**src/rtl/instr_fetch_unit.sv**
```systemverilog
// ---------------------------------------------------------------------------
// instr_fetch_unit
//
// Reader side of the instruction ROM. Owns the program counter, addresses the
// ROM with it, decodes the word returned in the same cycle, resolves JMP
// locally and hands ADD/SUB/SHL/LDI to the SIMD execute lanes.
//
// Ports:
//   clk          rising-edge clock
//   rst          synchronous active-high reset
//   run          fetch enable; a stop takes effect at an instruction boundary
//   pc_addr      ROM address (the PC register itself)
//   rom_data     instruction at pc_addr, combinational from the ROM
//   issue_valid  decoded instruction presented to the lanes
//   issue_ready  lanes accept the presented instruction
//   opcode/dest/src1/src2  instruction nibbles [15:12]/[11:8]/[7:4]/[3:0]
//   imm          instruction [7:0] (LDI immediate)
//   halted       sticky; set by HALT (0x0000) or an illegal opcode
//   illegal      sticky; set by an undefined opcode
//   issue_count  accepted issues, wraps at 0xFFFF
//
// Handshake: an instruction transfers on a rising edge where
// issue_valid & issue_ready. Once issue_valid is high, it and every field
// output stay constant until that transfer; only rst can withdraw it.
// ---------------------------------------------------------------------------
module instr_fetch_unit #(
  parameter int ADDR_W   = 8,
  parameter int INSTR_W  = 16,
  parameter int RESET_PC = 0
) (
  input  logic                clk,
  input  logic                rst,
  input  logic                run,
  output logic [ADDR_W-1:0]   pc_addr,
  input  logic [INSTR_W-1:0]  rom_data,
  output logic                issue_valid,
  input  logic                issue_ready,
  output logic [3:0]          opcode,
  output logic [3:0]          dest,
  output logic [3:0]          src1,
  output logic [3:0]          src2,
  output logic [7:0]          imm,
  output logic                halted,
  output logic                illegal,
  output logic [15:0]         issue_count
);

  typedef enum logic [1:0] {
    ST_IDLE  = 2'd0,
    ST_FETCH = 2'd1,
    ST_ISSUE = 2'd2,
    ST_HALT  = 2'd3
  } state_t;

  localparam logic [3:0] OP_HALT = 4'b0000;
  localparam logic [3:0] OP_ADD  = 4'b0001;
  localparam logic [3:0] OP_SUB  = 4'b0010;
  localparam logic [3:0] OP_SHL  = 4'b0100;
  localparam logic [3:0] OP_LDI  = 4'b0111;
  localparam logic [3:0] OP_JMP  = 4'b1111;

  // Current FSM state; probe hierarchically for debug.
  state_t state;

  // Classification of the ROM word at the current PC.
  logic [3:0] rom_op;
  logic       dec_issue;
  logic       dec_jmp;
  logic       dec_halt;
  logic       dec_illegal;

  always_comb begin
    rom_op      = rom_data[15:12];
    dec_issue   = 1'b0;
    dec_jmp     = 1'b0;
    dec_halt    = 1'b0;
    dec_illegal = 1'b0;
    case (rom_op)
      OP_ADD, OP_SUB, OP_SHL, OP_LDI: dec_issue = 1'b1;
      OP_JMP:                         dec_jmp   = 1'b1;
      OP_HALT:                        dec_halt  = 1'b1;
      default:                        dec_illegal = 1'b1;
    endcase
  end

  // "Evaluate" is needed from both FETCH and a completed ISSUE handshake, so
  // the decision is computed once here and applied in both places.
  logic handshake;
  assign handshake = issue_valid & issue_ready;

  logic do_eval;
  always_comb begin
    do_eval = 1'b0;
    case (state)
      ST_FETCH: do_eval = run;
      ST_ISSUE: do_eval = handshake & run;
      default:  do_eval = 1'b0;
    endcase
  end

  always_ff @(posedge clk) begin
    if (rst) begin
      state       <= ST_IDLE;
      pc_addr     <= ADDR_W'(RESET_PC);
      issue_valid <= 1'b0;
      opcode      <= 4'd0;
      dest        <= 4'd0;
      src1        <= 4'd0;
      src2        <= 4'd0;
      imm         <= 8'd0;
      halted      <= 1'b0;
      illegal     <= 1'b0;
      issue_count <= 16'd0;
    end else begin
      case (state)
        ST_IDLE: begin
          if (run) state <= ST_FETCH;
        end
        ST_FETCH: begin
          if (!run) state <= ST_IDLE;
        end
        ST_ISSUE: begin
          if (handshake) begin
            issue_count <= issue_count + 16'd1;
            if (!run) begin
              issue_valid <= 1'b0;
              state       <= ST_IDLE;
            end
          end
        end
        default: ; // ST_HALT: absorbing until rst
      endcase

      // Evaluate overrides the per-state defaults above when it fires.
      if (do_eval) begin
        if (dec_issue) begin
          opcode      <= rom_data[15:12];
          dest        <= rom_data[11:8];
          src1        <= rom_data[7:4];
          src2        <= rom_data[3:0];
          imm         <= rom_data[7:0];
          issue_valid <= 1'b1;
          pc_addr     <= pc_addr + 1'b1;  // wraps modulo 2^ADDR_W
          state       <= ST_ISSUE;
        end else if (dec_jmp) begin
          // Jump costs one bubble: the target is read in the next FETCH.
          pc_addr     <= ADDR_W'(rom_data[7:0]);
          issue_valid <= 1'b0;
          state       <= ST_FETCH;
        end else begin
          // HALT or illegal: PC is left pointing at the offending word.
          issue_valid <= 1'b0;
          halted      <= 1'b1;
          illegal     <= illegal | dec_illegal;
          state       <= ST_HALT;
        end
      end
    end
  end

  // dec_halt is implied by the final else branch; kept for readability.
  logic unused_dec_halt;
  assign unused_dec_halt = dec_halt;

endmodule
```
**config.mk**
```make
export PLATFORM = sky130hd
export DESIGN_NAME = instr_fetch_unit
export DESIGN_NICKNAME = d
export VERILOG_FILES = /design/src/rtl/instr_fetch_unit.sv
export SDC_FILE = /design/constraint.sdc
export NUM_CORES = 1
export LEC_CHECK = 0
export CORE_UTILIZATION = 30
export DETAILED_ROUTE_END_ITERATION = 6
export RECOVER_POWER = 100
export SLEW_MARGIN = 25
export SYNTH_ARGS = -nofsm -noshare
export SYNTH_HDL_FRONTEND = slang
export SYNTH_SLANG_ARGS = --single-unit
```
**constraint.sdc**
```tcl
create_clock -name clk -period 1.7 [get_ports clk]
set_input_delay 0.255 -clock clk [delete_from_list [all_inputs] [get_ports clk]]
set_output_delay 0.255 -clock clk [all_outputs]
set_load 0.01 [all_outputs]
```
# Word-level counts from Yosys, hierarchy flattened
# Cells that the tools add are included.
totals:
  reg_bits: 53
  input_bits: 20
  output_inout_bits: 51
  word_cells: 60
classes:
  n_addsub: 2
  eq_ne: 10
  mux: 18
  bitwise_logic: 5
  reduce_logical: 14
ops:
  columns: ["cell", "n"]
  rows:
  - ["adder 16 x 1 -> 16 bit, second input constant", 1]
  - ["two-way mux 8 bit", 2]
  - ["two-way mux 2 bit", 6]
  - ["AND reduction 3 bit", 3]
  - ["adder 8 x 1 -> 8 bit, second input constant", 1]
  - ["== test 4 x 3 -> 1 bit, second input constant", 2]
  - ["two-way mux 1 bit", 8]
  - ["inequality test 3 bit, second input constant", 2]
  - ["case mux 2 bit (3 select lines)", 1]
  - ["AND reduction 2 bit", 3]
  - ["nonzero test 2 bit", 3]
  - ["OR reduction 6 bit", 1]
  - ["== test 4 x 1 -> 1 bit, second input constant", 1]
  - ["== test 4 x 2 -> 1 bit, second input constant", 1]
  - ["== test 4 bit, second input constant", 1]
  - ["zero test 4 bit", 1]
  - ["nonzero test 4 bit", 1]
  - ["OR reduction 4 bit", 1]
  - ["AND 1 bit", 2]
  - ["== test 2 x 1 -> 1 bit, second input constant", 1]
  - ["== test 2 bit, second input constant", 1]
  - ["zero test 2 bit", 1]
  - ["inequality test 2 x 1 -> 1 bit, second input constant", 1]
  - ["NOT 1 bit", 2]
  - ["2 further kinds", 2]

# Logic depth before layout (Yosys ltp)
logic_depth:
  depth_word: 5
  depth_mapped: 8
  mapped_depth_nobuf: 6

# Worst setup path after synthesis
# No wires, ideal clock.
synth_path:
  kind: "flip-flop to flip-flop"
  start: "register state[0]"
  end: "register issue_count[15]"
  setup_ns: 0.070
  t_arrival_ns: 1.783
  t_required_ns: 1.630
  path_slack_ns: -0.154
  stages_incl_launch_ff: 8
  n_path_buf: 1
  period_less_slack_ns: 1.854
  cell_sequence: "dfxtp_1 > inv_1 > ha_1 > and3_1 > clkbuf_1 > nand2_1 > or4_1 > a21oi_1"
synth_via:
  elab_chain_len: 2
synth_rtl:
  columns: ["item", "line", "rtl"]
  rows:
  - ["start, declared", "63", "state_t state;"]
  - ["start signal, assigned", "103", "state <= ST_IDLE;"]
  - ["start signal, assigned", "117", "if (run) state <= ST_FETCH;"]
  - ["start signal, assigned", "120", "if (!run) state <= ST_IDLE;"]
  - ["== test 2 bit", "115", "case (state)"]
  - ["AND reduction 2 bit (no source line)", null, null]
  - ["end signal, assigned", "124", "issue_count <= issue_count + 16'd1;"]
  - ["end, declared", "45", "output logic [15:0] issue_count"]
# Every way passes these cells.
# A chain may end at the register's enable or synchronous reset.

# Final worst setup path
layout_path:
  start: "register state[1]"
  end: "register src2[2]"
layout_via:
  elab_chain_len: 3
  word_cells_on_any_way: 4
  classes_between: "2 x eq/ne; 1 x mux; 1 x reduce/logical"
layout_rtl:
  columns: ["item", "line", "rtl"]
  rows:
  - ["== test 2 bit / == test 2 x 1 -> 1 bit (equally long branches)", "94", "case (state)"]
  - ["case mux 1 bit (2 select lines) *", "94", null]
  - ["AND reduction 2 bit (no source line) *", null, null]
  - ["end signal, assigned", "140", "src2 <= rom_data[3:0];"]
  - ["end, declared", "41", "output logic [3:0] src2,"]
# Every way passes the cells marked *; elsewhere a longest branch is shown, timed or not.

==> summary.txt <==
die width: 88.09 um
Synth Area in Compound Gates: 12.21%
share of synthesized area spent on multiplexers: 7.710%
total overflow reported by the global router: 0
fraction of final layout cells sized beyond drive strength 1: 24.72%
first-pass GRT wire length: 10,080 um
Net Count, Synth: 275
non-filler cells in the finished layout: 455
placeable core region: 0.007214 mm2
maximum capacitance violations: 0
post-detailed-placement cell area: 0.003314 mm2
Die Area: 0.007760 mm2
largest driver fanout on the critical path: 7
count of standard-cell rows: 31
final core utilization: 49.81%
detailed route wirelength on metal3: 221 um
Max-Slew Margin vs Limit: 76.88%
Overall Global Routing Usage: 16.77%
count of antenna-violating nets left after detailed routing: 0
total standard cell area after synthesis: 0.002223 mm2
Critical Path End Type: register
arrival time of data at the critical path endpoint: 1.89 ns
total power per unit cell area: 615.9 mW/mm2
YS warnings: 0
routed vias: 2,192
Tightest Pin Transition: 0.3441 ns
number of ports placed on the die boundary: 71
effective utilization at floorplan: 30.82%
wire length per cell after detailed routing: 13.72 um
Layout Nets: 381
post-synthesis share of cell area spent on full adders, half adders and majority gates: 3.376%
final WL: 6244 um
count of state elements after synthesis: 45
final worst path period need: 1.699 ns
count of endpoints failing setup in the final report: 0
per-instance average area after synthesis: 8.929 um2
largest vdd supply drop: 0.2819 mV
Synth top cells by count: 45 x sky130_fd_sc_hd__dfxtp_1, 35 x sky130_fd_sc_hd__nor2_1, 16 x sky130_fd_sc_hd__mux2i_1
Design Area, Final: 0.003593 mm2
largest area contributor in the synthesized netlist: sky130_fd_sc_hd__dfxtp_1
number of buffers on the longest clock path: 2
via count normalized by instance count: 4.818
vertical extent of the die: 88.09 um
proportion of register bits with asynchronous set or reset after synthesis: 0%
outcome: finished, final reports clean
placer congestion estimate: 0.8454
post-synthesis cell count: 249
relative area change from synthesis to final layout: 61.62%
worst hold path type: primary input to register
XOR/XNOR Fraction of Synth Area: 5.796%
highest attainable clock frequency: 588.6 MHz
Worst Path Class, Setup: register to register
fin. max-slew vios: 0
detailed placement HPWL: 4481 um
# H-tree levels: 2
main flop type after synthesis: sky130_fd_sc_hd__dfxtp_1
Iteration-0 DRC Markers: 157
Fin. Hold Viols: 0
critical path startpoint category: register
Inserted Diodes: 0
vias in the first global route: 2,074
worst endpoint required time: 1.89 ns
clock latency on the worst-skew pair: 0.30 ns
quantity of I/O buffers inserted on ports: 70
wire length the detailed router placed on met1: 3004 um
maximum number of pins on one net before global-route repair: 34
synth unique cells: 45
CTS Hold Bufs: 0
area share of the leading cell type in the synthesized netlist: 40.52%
main combinational cell family by area after synthesis: simple AND/OR/NAND/NOR gates
Power Total: 2.213 mW
sequential-to-total area share from yosys stat: 40.52%
Worst Clk Skew: 0.01074 ns
largest cells by area after synthesis: sky130_fd_sc_hd__dfxtp_1 41%, sky130_fd_sc_hd__mux2i_1 7.2%, sky130_fd_sc_hd__nor2_1 5.9%, sky130_fd_sc_hd__ha_1 3.4%, sky130_fd_sc_hd__buf_4 3.0%
number of CTS-inserted buffers: 5
Final period util: 99.93%
initial antenna violation count: 0
sum of met2 wire segment lengths after detailed routing: 2936 um
highest routed metal layer: met4
Post-Place Cells: 437
clock tree from TritonCTS: done
cell with the most instances after synthesis: sky130_fd_sc_hd__dfxtp_1
DRC violations left: 0
final hold slack: 0.4639 ns
clock sinks: 45
clock-pin slew reported for the worst setup and hold paths after clock tree synthesis: 0.09 ns
clk root buf: sky130_fd_sc_hd__clkbuf_8
number of enable flip-flop cells after synthesis: 0
simple-gate share of the synthesized area: 23.30%
unrepaired setup endpoints after global routing: true
detailed-router iteration count before antenna repair: 4
standby leakage power: 1.274 nW
[kinds of logic after synthesis]
family,Yosys count
AND/OR/NAND/NOR,100
flip-flops,45
AO/OA/AOI/OAI,39
buffers and inverters,29
multiplexers,17
XOR/XNOR,13
adder cells (fa/ha/maj),6
[cell type report]
cell class,instances,area [um2]
clock buffers,6,72.57
fillers,715,3621
multi-input cells,175,1300
well taps,99,123.9
inverters,7,31.28
repair buffers,121,1142
flip-flops and latches,45,913.4
clock inverters,2,10.01
[registers in the layout, indices dropped and copies added, names as in the netlist]
signal / count
issue_count: 16
src2: 3
src1: 4
halted: 1
pc_addr: 8
state: 2
imm: 1
opcode: 4
dest: 4
issue_valid: 1
illegal: 1
[per-layer routing]
| layer | vias up | GRT usage, % |
|---|---|---|
| li1 | 1094 | - |
| met1 | 1053 | 22.96 |
| met2 | 38 | 26.64 |
| met3 | 7 | 3.205 |
| met4 | 0 | 5.279 |
| met5 | - | 0 |
[final timing paths]
kind	startpoint	endpoint	slack (ns)	cells past startpoint
max	state[1]	src2[2]	0.001	8
min	rom_data[12]	opcode[0]	0.46	4
max reg2reg	state[1]	src2[2]	0.001	8
min reg2reg	opcode[3]	opcode[3]	0.48	1
[cell usage in the layout (no fill, tap or decap), types with 4 or more instances in the layout]
cell type                         synthesis  layout
sky130_fd_sc_hd__dfxtp_1                 45      39
sky130_fd_sc_hd__dlygate4sd2_1            0       4
sky130_fd_sc_hd__nand2b_1                 5       5
sky130_fd_sc_hd__inv_1                    7       5
sky130_fd_sc_hd__clkbuf_8                 0       5
sky130_fd_sc_hd__xor2_1                   7       7
sky130_fd_sc_hd__o31ai_1                  5       5
sky130_fd_sc_hd__buf_12                   0       4
sky130_fd_sc_hd__nand4_1                  7       7
sky130_fd_sc_hd__or4_1                    4       4
sky130_fd_sc_hd__nor2_1                  35      35
sky130_fd_sc_hd__nor3_1                   5       4
sky130_fd_sc_hd__nor4_1                   6       4
sky130_fd_sc_hd__xnor2_1                  5       5
sky130_fd_sc_hd__mux2i_1                 16      16
sky130_fd_sc_hd__clkdlybuf4s50_1          0      61
sky130_fd_sc_hd__dlygate4sd3_1            0       5
sky130_fd_sc_hd__buf_4                    9      45
sky130_fd_sc_hd__nand2_1                 13      12
sky130_fd_sc_hd__dfxtp_2                  0       4
sky130_fd_sc_hd__nand3_1                  5       5
sky130_fd_sc_hd__a21oi_1                 12      12
[power by group]
group	total (mW)	switching (mW)	internal, mW
combinational	0.465	0.214	0.251
clock	0.659	0.373	0.286
sequential	1.09	0.0173	1.07
[critical path, stage by stage (launching register included)]
cell and delay (ns):
sky130_fd_sc_hd__dfxtp_4 0.39, sky130_fd_sc_hd__inv_4 0.05, sky130_fd_sc_hd__ha_4 0.28, sky130_fd_sc_hd__nand2_4 0.07
sky130_fd_sc_hd__nor4_4 0.24, sky130_fd_sc_hd__buf_4 0.17, sky130_fd_sc_hd__clkbuf_16 0.15, sky130_fd_sc_hd__mux2i_1 0.18
sky130_fd_sc_hd__nor2_1 0.05
[through the flow]
stage | setup slack (ns) | setup TNS, ns
after floorplan | -0.05891 | -0.4712
after global placement | -0.4309 | -10.73
after detailed placement | -0.4788 | -11.41
after CTS | 0.001539 | 0
after global routing | -0.09845 | -1.151
final | 0.001162 | 0
[timing repair]
item	4_1_cts	5_1_grt
hold endpoints to repair	0	0
resized for setup	15	18
buffers inserted	2	7
gates cloned	1	0
pin swaps	2	16
endpoints found under the setup margin	27	32
Note: power is estimated with default switching activity, not from simulation.
